===== src/rtl/ecdsa_host_seq_if.sv =====
// Bundle of the ECDSA host sequencer's stream, config-write and point-engine signals.
// The master view belongs to the sequencer; the slave view belongs to whatever surrounds it.
interface ecdsa_host_seq_if #(
    parameter int WORD_W = 32
);
    logic [WORD_W-1:0] s_data;
    logic              s_valid;
    logic              s_ready;

    logic [WORD_W-1:0] m_data;
    logic              m_valid;
    logic              m_ready;
    logic              m_last;

    logic              cfg_wr_en;
    logic [3:0]        cfg_addr;
    logic [255:0]      cfg_data;

    logic              gp_reset;
    logic [255:0]      gp_point_x;
    logic [255:0]      gp_point_y;
    logic [255:0]      gp_scalar;
    logic [255:0]      gp_out_x;
    logic [255:0]      gp_out_y;
    logic              gp_done;

    logic              busy;
    logic              error;

    modport master (
        input  s_data, s_valid, m_ready, gp_out_x, gp_out_y, gp_done,
        output s_ready, m_data, m_valid, m_last, cfg_wr_en, cfg_addr, cfg_data,
               gp_reset, gp_point_x, gp_point_y, gp_scalar, busy, error
    );

    modport slave (
        output s_data, s_valid, m_ready, gp_out_x, gp_out_y, gp_done,
        input  s_ready, m_data, m_valid, m_last, cfg_wr_en, cfg_addr, cfg_data,
               gp_reset, gp_point_x, gp_point_y, gp_scalar, busy, error
    );
endinterface


===== src/rtl/ecdsa_host_seq.sv =====
// ecdsa_host_seq: loads curve config and x/y/S from a word stream, runs one scalar multiply
// and streams the result point back out. Define ECDSA_TIMEOUT_EN to add the GP_WAIT watchdog.
module ecdsa_host_seq #(
    parameter int WORD_W         = 32,
    parameter int NUM_CFG        = 6,
    parameter int TIMEOUT_CYCLES = 1000000
) (
    input  logic             clk,
    input  logic             rst_n,
    ecdsa_host_seq_if.master bus
);
    localparam int WORDS = 256 / WORD_W;
    localparam int BEATS = 2 * WORDS;
    localparam int WCW   = (WORDS > 1) ? $clog2(WORDS) : 1;
    localparam int BW    = $clog2(BEATS);

    localparam logic [WCW-1:0] WORD_LAST = WCW'(WORDS - 1);
    localparam logic [BW-1:0]  BEAT_LAST = BW'(BEATS - 1);
    localparam logic [4:0]     IDX_X     = 5'(NUM_CFG);
    localparam logic [4:0]     IDX_Y     = 5'(NUM_CFG + 1);
    localparam logic [4:0]     IDX_S     = 5'(NUM_CFG + 2);

    typedef enum logic [2:0] {
        S_LOAD,
        S_CFG_WR,
        S_GP_RST,
        S_GP_WAIT,
        S_SEND
`ifdef ECDSA_TIMEOUT_EN
        , S_ERR
`endif
    } state_t;

    state_t          state_q, state_d;
    logic [4:0]      val_idx_q, val_idx_d;
    logic [WCW-1:0]  word_cnt_q, word_cnt_d;
    logic            rdy_en_q;
    logic [255:0]    asm_q, asm_d;
    logic [3:0]      cfg_addr_q, cfg_addr_d;
    logic [255:0]    cfg_data_q, cfg_data_d;
    logic [255:0]    gp_x_q, gp_x_d;
    logic [255:0]    gp_y_q, gp_y_d;
    logic [255:0]    gp_s_q, gp_s_d;
    logic            rst_cnt_q, rst_cnt_d;
    logic            wait_first_q, wait_first_d;
    logic [511:0]    res_q, res_d;
    logic [BW-1:0]   beat_q, beat_d;
    logic            s_ready_w;
    logic            accept;

`ifdef ECDSA_TIMEOUT_EN
    localparam int          TO_W    = $clog2(TIMEOUT_CYCLES + 1);
    localparam logic [TO_W-1:0] TO_LAST = TO_W'(TIMEOUT_CYCLES - 1);
    logic [TO_W-1:0] to_cnt_q, to_cnt_d;
    logic            error_q, error_d;
`endif

    // s_ready stays low for the first cycle out of reset
    assign s_ready_w = (state_q == S_LOAD) && rdy_en_q;
    assign accept    = s_ready_w && bus.s_valid;

    always_ff @(posedge clk or negedge rst_n) begin
        if (!rst_n) begin
            state_q      <= S_LOAD;
            val_idx_q    <= '0;
            word_cnt_q   <= '0;
            rdy_en_q     <= 1'b0;
            asm_q        <= '0;
            cfg_addr_q   <= '0;
            cfg_data_q   <= '0;
            gp_x_q       <= '0;
            gp_y_q       <= '0;
            gp_s_q       <= '0;
            rst_cnt_q    <= 1'b0;
            wait_first_q <= 1'b0;
            res_q        <= '0;
            beat_q       <= '0;
`ifdef ECDSA_TIMEOUT_EN
            to_cnt_q     <= '0;
            error_q      <= 1'b0;
`endif
        end else begin
            state_q      <= state_d;
            val_idx_q    <= val_idx_d;
            word_cnt_q   <= word_cnt_d;
            rdy_en_q     <= 1'b1;
            asm_q        <= asm_d;
            cfg_addr_q   <= cfg_addr_d;
            cfg_data_q   <= cfg_data_d;
            gp_x_q       <= gp_x_d;
            gp_y_q       <= gp_y_d;
            gp_s_q       <= gp_s_d;
            rst_cnt_q    <= rst_cnt_d;
            wait_first_q <= wait_first_d;
            res_q        <= res_d;
            beat_q       <= beat_d;
`ifdef ECDSA_TIMEOUT_EN
            to_cnt_q     <= to_cnt_d;
            error_q      <= error_d;
`endif
        end
    end

    always_comb begin
        state_d      = state_q;
        val_idx_d    = val_idx_q;
        word_cnt_d   = word_cnt_q;
        asm_d        = asm_q;
        cfg_addr_d   = cfg_addr_q;
        cfg_data_d   = cfg_data_q;
        gp_x_d       = gp_x_q;
        gp_y_d       = gp_y_q;
        gp_s_d       = gp_s_q;
        rst_cnt_d    = rst_cnt_q;
        wait_first_d = wait_first_q;
        res_d        = res_q;
        beat_d       = beat_q;
`ifdef ECDSA_TIMEOUT_EN
        to_cnt_d     = to_cnt_q;
        error_d      = error_q;
`endif

        // asm_d already holds the completed value on the last word of a value
        if (accept) begin
            asm_d[word_cnt_q*WORD_W +: WORD_W] = bus.s_data;
        end

        case (state_q)
            S_LOAD: begin
                if (accept) begin
                    if (word_cnt_q == WORD_LAST) begin
                        word_cnt_d = '0;
                        if (val_idx_q < IDX_X) begin
                            cfg_addr_d = val_idx_q[3:0];
                            cfg_data_d = asm_d;
                            state_d    = S_CFG_WR;
                        end else begin
                            if (val_idx_q == IDX_X) gp_x_d = asm_d;
                            if (val_idx_q == IDX_Y) gp_y_d = asm_d;
                            if (val_idx_q == IDX_S) begin
                                gp_s_d    = asm_d;
                                rst_cnt_d = 1'b0;
                                state_d   = S_GP_RST;
                            end else begin
                                val_idx_d = val_idx_q + 5'd1;
                            end
                        end
                    end else begin
                        word_cnt_d = word_cnt_q + 1'b1;
                    end
                end
            end
            S_CFG_WR: begin
                val_idx_d = val_idx_q + 5'd1;
                state_d   = S_LOAD;
            end
            S_GP_RST: begin
                if (rst_cnt_q) begin
                    wait_first_d = 1'b1;
                    state_d      = S_GP_WAIT;
`ifdef ECDSA_TIMEOUT_EN
                    to_cnt_d     = '0;
`endif
                end else begin
                    rst_cnt_d = 1'b1;
                end
            end
            S_GP_WAIT: begin
                // gp_done may still be stale from before the reset in the first cycle
                wait_first_d = 1'b0;
                if (!wait_first_q && bus.gp_done) begin
                    res_d   = {bus.gp_out_y, bus.gp_out_x};
                    beat_d  = '0;
                    state_d = S_SEND;
                end
`ifdef ECDSA_TIMEOUT_EN
                else if (to_cnt_q == TO_LAST) begin
                    error_d = 1'b1;
                    state_d = S_ERR;
                end else begin
                    to_cnt_d = to_cnt_q + 1'b1;
                end
`endif
            end
            S_SEND: begin
                if (bus.m_ready) begin
                    if (beat_q == BEAT_LAST) begin
                        val_idx_d  = '0;
                        word_cnt_d = '0;
                        state_d    = S_LOAD;
                    end else begin
                        beat_d = beat_q + 1'b1;
                    end
                end
            end
`ifdef ECDSA_TIMEOUT_EN
            S_ERR: begin
                state_d = S_ERR;
            end
`endif
            default: state_d = S_LOAD;
        endcase
    end

    assign bus.s_ready    = s_ready_w;
    assign bus.m_valid    = (state_q == S_SEND);
    assign bus.m_data     = (state_q == S_SEND) ? res_q[beat_q*WORD_W +: WORD_W] : '0;
    assign bus.m_last     = (state_q == S_SEND) && (beat_q == BEAT_LAST);
    assign bus.cfg_wr_en  = (state_q == S_CFG_WR);
    assign bus.cfg_addr   = cfg_addr_q;
    assign bus.cfg_data   = cfg_data_q;
    assign bus.gp_reset   = (state_q != S_GP_WAIT);
    assign bus.gp_point_x = gp_x_q;
    assign bus.gp_point_y = gp_y_q;
    assign bus.gp_scalar  = gp_s_q;
    assign bus.busy       = !((state_q == S_LOAD) && (val_idx_q == '0) && (word_cnt_q == '0));

`ifdef ECDSA_TIMEOUT_EN
    assign bus.error = error_q;
`else
    logic unused_timeout;
    assign unused_timeout = ^TIMEOUT_CYCLES;
    assign bus.error      = 1'b0;
`endif

endmodule


===== src/flat_wrapper.sv =====
// flat-port wrapper written by rule: the top's interface ports become plain ports
module ecdsa_host_seq_flat 
#(
    parameter int WORD_W         = 32,
    parameter int NUM_CFG        = 6,
    parameter int TIMEOUT_CYCLES = 1000000
)
  (clk, rst_n, bus_s_data, bus_s_valid, bus_m_ready, bus_gp_out_x, bus_gp_out_y, bus_gp_done, bus_s_ready, bus_m_data, bus_m_valid, bus_m_last, bus_cfg_wr_en, bus_cfg_addr, bus_cfg_data, bus_gp_reset, bus_gp_point_x, bus_gp_point_y, bus_gp_scalar, bus_busy, bus_error);
  ecdsa_host_seq_if #(.WORD_W(WORD_W)) bus_i ();
  input  logic clk;
  input  logic rst_n;
  input wire logic [$bits(bus_i.s_data)-1:0] bus_s_data;
  input wire logic [$bits(bus_i.s_valid)-1:0] bus_s_valid;
  input wire logic [$bits(bus_i.m_ready)-1:0] bus_m_ready;
  input wire logic [$bits(bus_i.gp_out_x)-1:0] bus_gp_out_x;
  input wire logic [$bits(bus_i.gp_out_y)-1:0] bus_gp_out_y;
  input wire logic [$bits(bus_i.gp_done)-1:0] bus_gp_done;
  output wire logic [$bits(bus_i.s_ready)-1:0] bus_s_ready;
  output wire logic [$bits(bus_i.m_data)-1:0] bus_m_data;
  output wire logic [$bits(bus_i.m_valid)-1:0] bus_m_valid;
  output wire logic [$bits(bus_i.m_last)-1:0] bus_m_last;
  output wire logic [$bits(bus_i.cfg_wr_en)-1:0] bus_cfg_wr_en;
  output wire logic [$bits(bus_i.cfg_addr)-1:0] bus_cfg_addr;
  output wire logic [$bits(bus_i.cfg_data)-1:0] bus_cfg_data;
  output wire logic [$bits(bus_i.gp_reset)-1:0] bus_gp_reset;
  output wire logic [$bits(bus_i.gp_point_x)-1:0] bus_gp_point_x;
  output wire logic [$bits(bus_i.gp_point_y)-1:0] bus_gp_point_y;
  output wire logic [$bits(bus_i.gp_scalar)-1:0] bus_gp_scalar;
  output wire logic [$bits(bus_i.busy)-1:0] bus_busy;
  output wire logic [$bits(bus_i.error)-1:0] bus_error;
  assign bus_i.s_data = bus_s_data;
  assign bus_i.s_valid = bus_s_valid;
  assign bus_i.m_ready = bus_m_ready;
  assign bus_i.gp_out_x = bus_gp_out_x;
  assign bus_i.gp_out_y = bus_gp_out_y;
  assign bus_i.gp_done = bus_gp_done;
  assign bus_s_ready = bus_i.s_ready;
  assign bus_m_data = bus_i.m_data;
  assign bus_m_valid = bus_i.m_valid;
  assign bus_m_last = bus_i.m_last;
  assign bus_cfg_wr_en = bus_i.cfg_wr_en;
  assign bus_cfg_addr = bus_i.cfg_addr;
  assign bus_cfg_data = bus_i.cfg_data;
  assign bus_gp_reset = bus_i.gp_reset;
  assign bus_gp_point_x = bus_i.gp_point_x;
  assign bus_gp_point_y = bus_i.gp_point_y;
  assign bus_gp_scalar = bus_i.gp_scalar;
  assign bus_busy = bus_i.busy;
  assign bus_error = bus_i.error;
  ecdsa_host_seq #(.WORD_W(WORD_W), .NUM_CFG(NUM_CFG), .TIMEOUT_CYCLES(TIMEOUT_CYCLES)) u_core (.clk(clk), .rst_n(rst_n), .bus(bus_i));
endmodule

===== config.mk =====
export PLATFORM = sky130hd
export DESIGN_NAME = ecdsa_host_seq_flat
export DESIGN_NICKNAME = d
export VERILOG_FILES = /design/src/rtl/ecdsa_host_seq_if.sv /design/src/rtl/ecdsa_host_seq.sv /design/src/flat_wrapper.sv
export SDC_FILE = /design/constraint.sdc
export NUM_CORES = 2
export LEC_CHECK = 0
export BUFFER_PORTS_ARGS = -buffer_cell sky130_fd_sc_hd__buf_4
export CAP_MARGIN = 20
export CORE_AREA = 2 2 632 634
export DETAILED_ROUTE_END_ITERATION = 7
export DIE_AREA = 0 0 634 636
export GPL_ROUTABILITY_DRIVEN = 0
export PLACE_DENSITY = 0.31
export SLEW_MARGIN = 15
export SYNTH_ARGS = -nofsm -noshare
export SYNTH_HDL_FRONTEND = slang
export SYNTH_SLANG_ARGS = --single-unit

===== constraint.sdc =====
create_clock -name clk -period 2.4 [get_ports clk]
set_input_delay 0.6 -clock clk [delete_from_list [all_inputs] [get_ports clk]]
set_output_delay 0.6 -clock clk [all_outputs]
set_load 0.02 [all_outputs]

Word-level counts from Yosys, hierarchy flattened --
Cells that the tools add are included. Widths: inputs -> output; s select.
Storage, ports and cells: register bits 1814, latch bits 0, memory bits (writable) 0, memory bits (read-only) 0, input port bits 549, output and inout port bits 1067, logic and storage cells 104, memories 0
Cells by class: add/sub/neg operators 4, multiply operators 0, divide/modulo/power cells 0, magnitude comparators 1, eq/ne operators 21, shift operators 3, muxes and demuxes 33, bitwise gates (word level) 1, reductions and logical operators 27
Operators with widths (count):
- $shiftx 512x10->32 | 1
- $bwmux 256 | 1
- $mux 256 | 1
- $shift 32x34->256 const A | 1
- $shiftx 32x34->256 | 1
- $neg 8->34 | 1
- $mux 32 | 1
- $mux 3 | 10
- $mux 5 | 6
- $reduce_and 5->1 | 4
- $pmux 5 s3 | 1
- $reduce_and 7->1 | 2
- $mux 4 | 3
- $ne 2x2->1 const B | 6
- $pmux 3 s4 | 1
- $reduce_and 4->1 | 3
- $eq 5x3->1 const B | 2
- $ne 2x1->1 const B | 4
- $pmux 4 s2 | 1
- $reduce_bool 2->1 | 4
- $eq 3x2->1 const B | 2
- $eq 3x3->1 const B | 2
- $logic_and 1x1->1 | 6
- $logic_not 3->1 | 2
- 17 further kinds | 24

Longest topological paths before layout --
depth after elaboration 6, depth in mapped cells 10, depth with buffers taken out 7

Least setup slack after synthesis --
Ideal clock, no wire load.
path type reg2out, start register u_core.state_q[2], end output port bus_m_data[19], arrival 2.104 ns, required time 1.800 ns, setup slack -0.304 ns, cell stages (with the launch flop) 7, path buffers 2, path through dfrtp_1 > or3b_1 > buf_2 > nor2_1 > clkbuf_1 > a22oi_1 > o21ai_0
Between the ends: word-level cells in the longest chain between the ends 2
RTL lines:
- from (decl) | RTL line ecdsa_host_seq.sv:34 | state_t state_q, state_d;
- from (signal assigned) | RTL line ecdsa_host_seq.sv:83 | state_q <= state_d;
- $eq 3x3->1 | RTL line ecdsa_host_seq.sv:207 | assign bus.m_data = (state_q == S_SEND) ? res_q[beat_q*WORD_W +: WORD_W] : '0;
- $mux 32 | RTL line ecdsa_host_seq.sv:207
- to (decl) | RTL line flat_wrapper.sv:19 | output wire logic [$bits(bus_i.m_data)-1:0] bus_m_data;
Every way passes these cells.

Final worst setup path --
start register u_core.beat_q[0], end output port bus_m_data[8]
Between the ends: word-level cells in the longest chain between the ends 2
RTL lines:
- from (decl) | RTL line ecdsa_host_seq.sv:47 | logic [BW-1:0] beat_q, beat_d;
- from (signal assigned) | RTL line ecdsa_host_seq.sv:96 | beat_q <= beat_d;
- $shiftx 512x10->32 | RTL line ecdsa_host_seq.sv:207
- $mux 32 | RTL line ecdsa_host_seq.sv:207
Every way passes these cells.

==> reports/metrics.yaml <==
grt_max_degree: 84
synth_edf_count: 0
hold_violations: 0
drive_gt1_frac: 0.336
ir_drop_mv: 0.624
synth_top_area_frac: 0.641
hold_class: "input pin to flip-flop"
crit_type: "flip-flop to primary output"
track_usage: 0.198
start_kind: "flip-flop"
drt_iter0_drc: 2943
worstSetupEndpointType: "primary output"
synth_ff_type: "dfrtp_1"
clock_sinks: 1814
synthToLayoutAreaGrowth_pct: 58.9
total_power_uw: 101000
place_inst: 14100
maxSlewViolCount: 0
cts_buffer_depth: 4
insertion_delay_ns: 0.95
dr_wl_met2_um: 221000
fmax_mhz: 276
ios: 1616
num-fill-cells: 42000
max_stage_delay_ns: 0.56
first_global_vias: 62600
drtPass1Iterations: 5
async_flop_share: 1.00
grt_first_pass_wirelength_um: 551000
drtAntennaViolNets: 0
place_hpwl_um: 326000
wl_met1_um: 155000
vias_per_cell: 3.98
gr-total-overflow: 0
whs_ns: 0.0484
die_w_um: 634
ff2ff_setup_slack_ns: -0.23
ys_seq_area_frac: 0.641
crit_fanout: 7
setup_viol: 609
worst_slack_ns: -1.23
status: "finished, violations left"
nets: 10200
syn_nets: 7429
clk_root_buffer_cell: "clkbuf_16"
die_area_um2: 403000
yosysMostFrequentCell: "nand2_1"
skew_ns: 0.0874
relSlewSlack: 0.504
avgSynthCellArea_um2: 10.3
floorplan.initialDensity: 0.178
routed_wl_um: 414000
remaining_drc_errors: 0
multi_input_area_um2: 24600
slowest_stage: "mux4_2"
synth_largest_area_cell: "dfrtp_1"
power.leakage_uw: 0.0566
rows: 232
tightest_slew_ns: 0.744
final_cells: 15200
vias: 60400
violations: "setup timing"
final_util: 0.283
power_density_nw_per_um2: 900
period_share: 1.51
worstPathRequired_ns: 1.80
synth-seq-cells: 1814
cts_buffers: 226
antenna_found_initial: 177
synth_cells: 6870
wl_per_cell_um: 27.3
rsz0062_at_grt: "true"
cp_cell_sequence: "buf_12 > clkbuf_16 > buf_8 > mux4_2 > mux2i_1 > buf_4 > o22ai_4 > buf_4"
die_y_um: 636
core_um2: 397000
netlist_area_um2: 70800
htreeDepth: 4
cts_tree: "built"
arrival_ns: 3.03
yosys_warnings: 0
clkSlewWorstSetupHoldPaths_ns: 0.06
max_cap_viol_count: 0
yosys-top-cells-count: "nand2_1, dfrtp_1, o21ai_0, clkbuf_1, mux2i_1"
wl_met3_um: 22600
finalCriticalPeriod_ns: 3.63
highest_layer: "met5"
synth_cell_types: 46
crit_path_frequent_cell: "buf_4"
port_buffers: 1614
yosys-top-cells-area: "dfrtp_1, nand2_1, o21ai_0, mux2i_1, mux4_2"
regArea_um2: 45400
-- cell usage in the layout (no fill, tap or decap), drive strengths merged, types with 2 or more instances in the layout --
cell / instances
a32oi: 12
nand2b: 30
dlygate4sd3: 489
dfrtp: 1814
a211o: 2
a21oi: 10
nor2b: 3
nand3: 17
mux2i: 298
nor4: 4
clkinv: 39
ha: 10
diode: 90
mux4: 128
nand4: 4
a22oi: 9
buf: 2468
nor2: 85
bufinv: 18
or2: 2
a211oi: 2
o21ai: 1049
conb: 2
and2: 56
o31ai: 2
inv: 274
clkbuf: 349
or3: 2
clkinvlp: 9
and3: 20
o22ai: 21
nand2: 2581
nor3: 5
-- critical path, delay by kind of cell (launching register included) --
family,cells,cell delay (ns)
muxes,2,0.75
buffers and inverters,5,0.80
DFF,1,0.53
AOI/OAI and AO/OA,1,0.06
-- layer usage --
layer  GRT usage  vias up
met2       0.373     1632
met1       0.218    30000
met5           0        -
met4      0.0619      108
li1            -    28100
met3      0.0433      570
-- worst paths after layout --
path | from | endpoint | cells past startpoint
setup / recovery | u_core.beat_q[0]$_DFFE_PN0P_ | bus_m_data[8] | 8
hold / removal | bus_gp_out_y[65] | u_core.res_q[321]$_DFFE_PN0P_ | 3
setup reg to reg | u_core.state_q[0]$_DFFE_PN0P_ | u_core.asm_q[229]$_DFF_PN0_ | 15
hold reg to reg | u_core.res_q[110]$_DFFE_PN0P_ | u_core.res_q[110]$_DFFE_PN0P_ | 2
max in group asynchronous | rst_n | u_core.bus.gp_scalar[151]$_DFFE_PN0P_ | 3
min in group asynchronous | rst_n | u_core.res_q[74]$_DFFE_PN0P_ | 2
-- final cells by class --
class,count,area share
inverters,267,0.00899
clock inverters,73,0.00894
well taps,5265,0.0585
multi-input cells,4361,0.219
clock buffers,334,0.0589
flip-flops and latches,1814,0.403
diodes,90,0.00200
repair buffers,2973,0.240
-- power breakdown --
group / leakage (uW) / internal (uW) / switching, uW
Clock: 0.00374 / 21000 / 14900
Sequential: 0.0245 / 35800 / 4040
Combinational: 0.0283 / 11000 / 14700
Total: 0.0566 / 67800 / 33600
-- per-stage QoR --
stage	instance area [um2]	setup slack (ns)	setup TNS (ns)
floorplan	71400	-0.0161	-0.385
global placement	96400	-0.593	-28.85
detailed placement	96400	-0.584	-46.63
CTS	110000	-1.32	-95.70
global route	112000	-1.34	-215.39
finish	113000	-1.23	-78.84
-- state kept, by name (all words and copies together), names as in the netlist --
signal	cells
u_core.beat_q	4
u_core.word_cnt_q	3
u_core.rst_cnt_q	1
u_core.bus.gp_point_y	256
u_core.bus.cfg_addr	4
u_core.res_q	512
u_core.bus.gp_point_x	256
u_core.wait_first_q	1
u_core.bus.cfg_data	256
u_core.val_idx_q	5
u_core.state_q	3
u_core.asm_q	256
u_core.rdy_en_q	1
u_core.bus.gp_scalar	256
-- cell families after synthesis --
family / Yosys count / synth area share
other cells: 2 / 0.000106
buf+inv: 696 / 0.0394
xor+xnor: 1 / 0.000124
compound gates: 1110 / 0.0801
simple gates: 2811 / 0.155
flops: 1814 / 0.641
mux: 426 / 0.0828
fa+ha+maj: 10 / 0.00177
-- timing repair --
item	CTS	global route
hold buffers	489	0
pin swaps	59	150
resized for setup	231	476
buffers inserted	43	50
setup endpoints to repair	683	1203
gates cloned	12	19
endpoints found under the hold margin	515	0
Power figures use the tool's default switching activity.
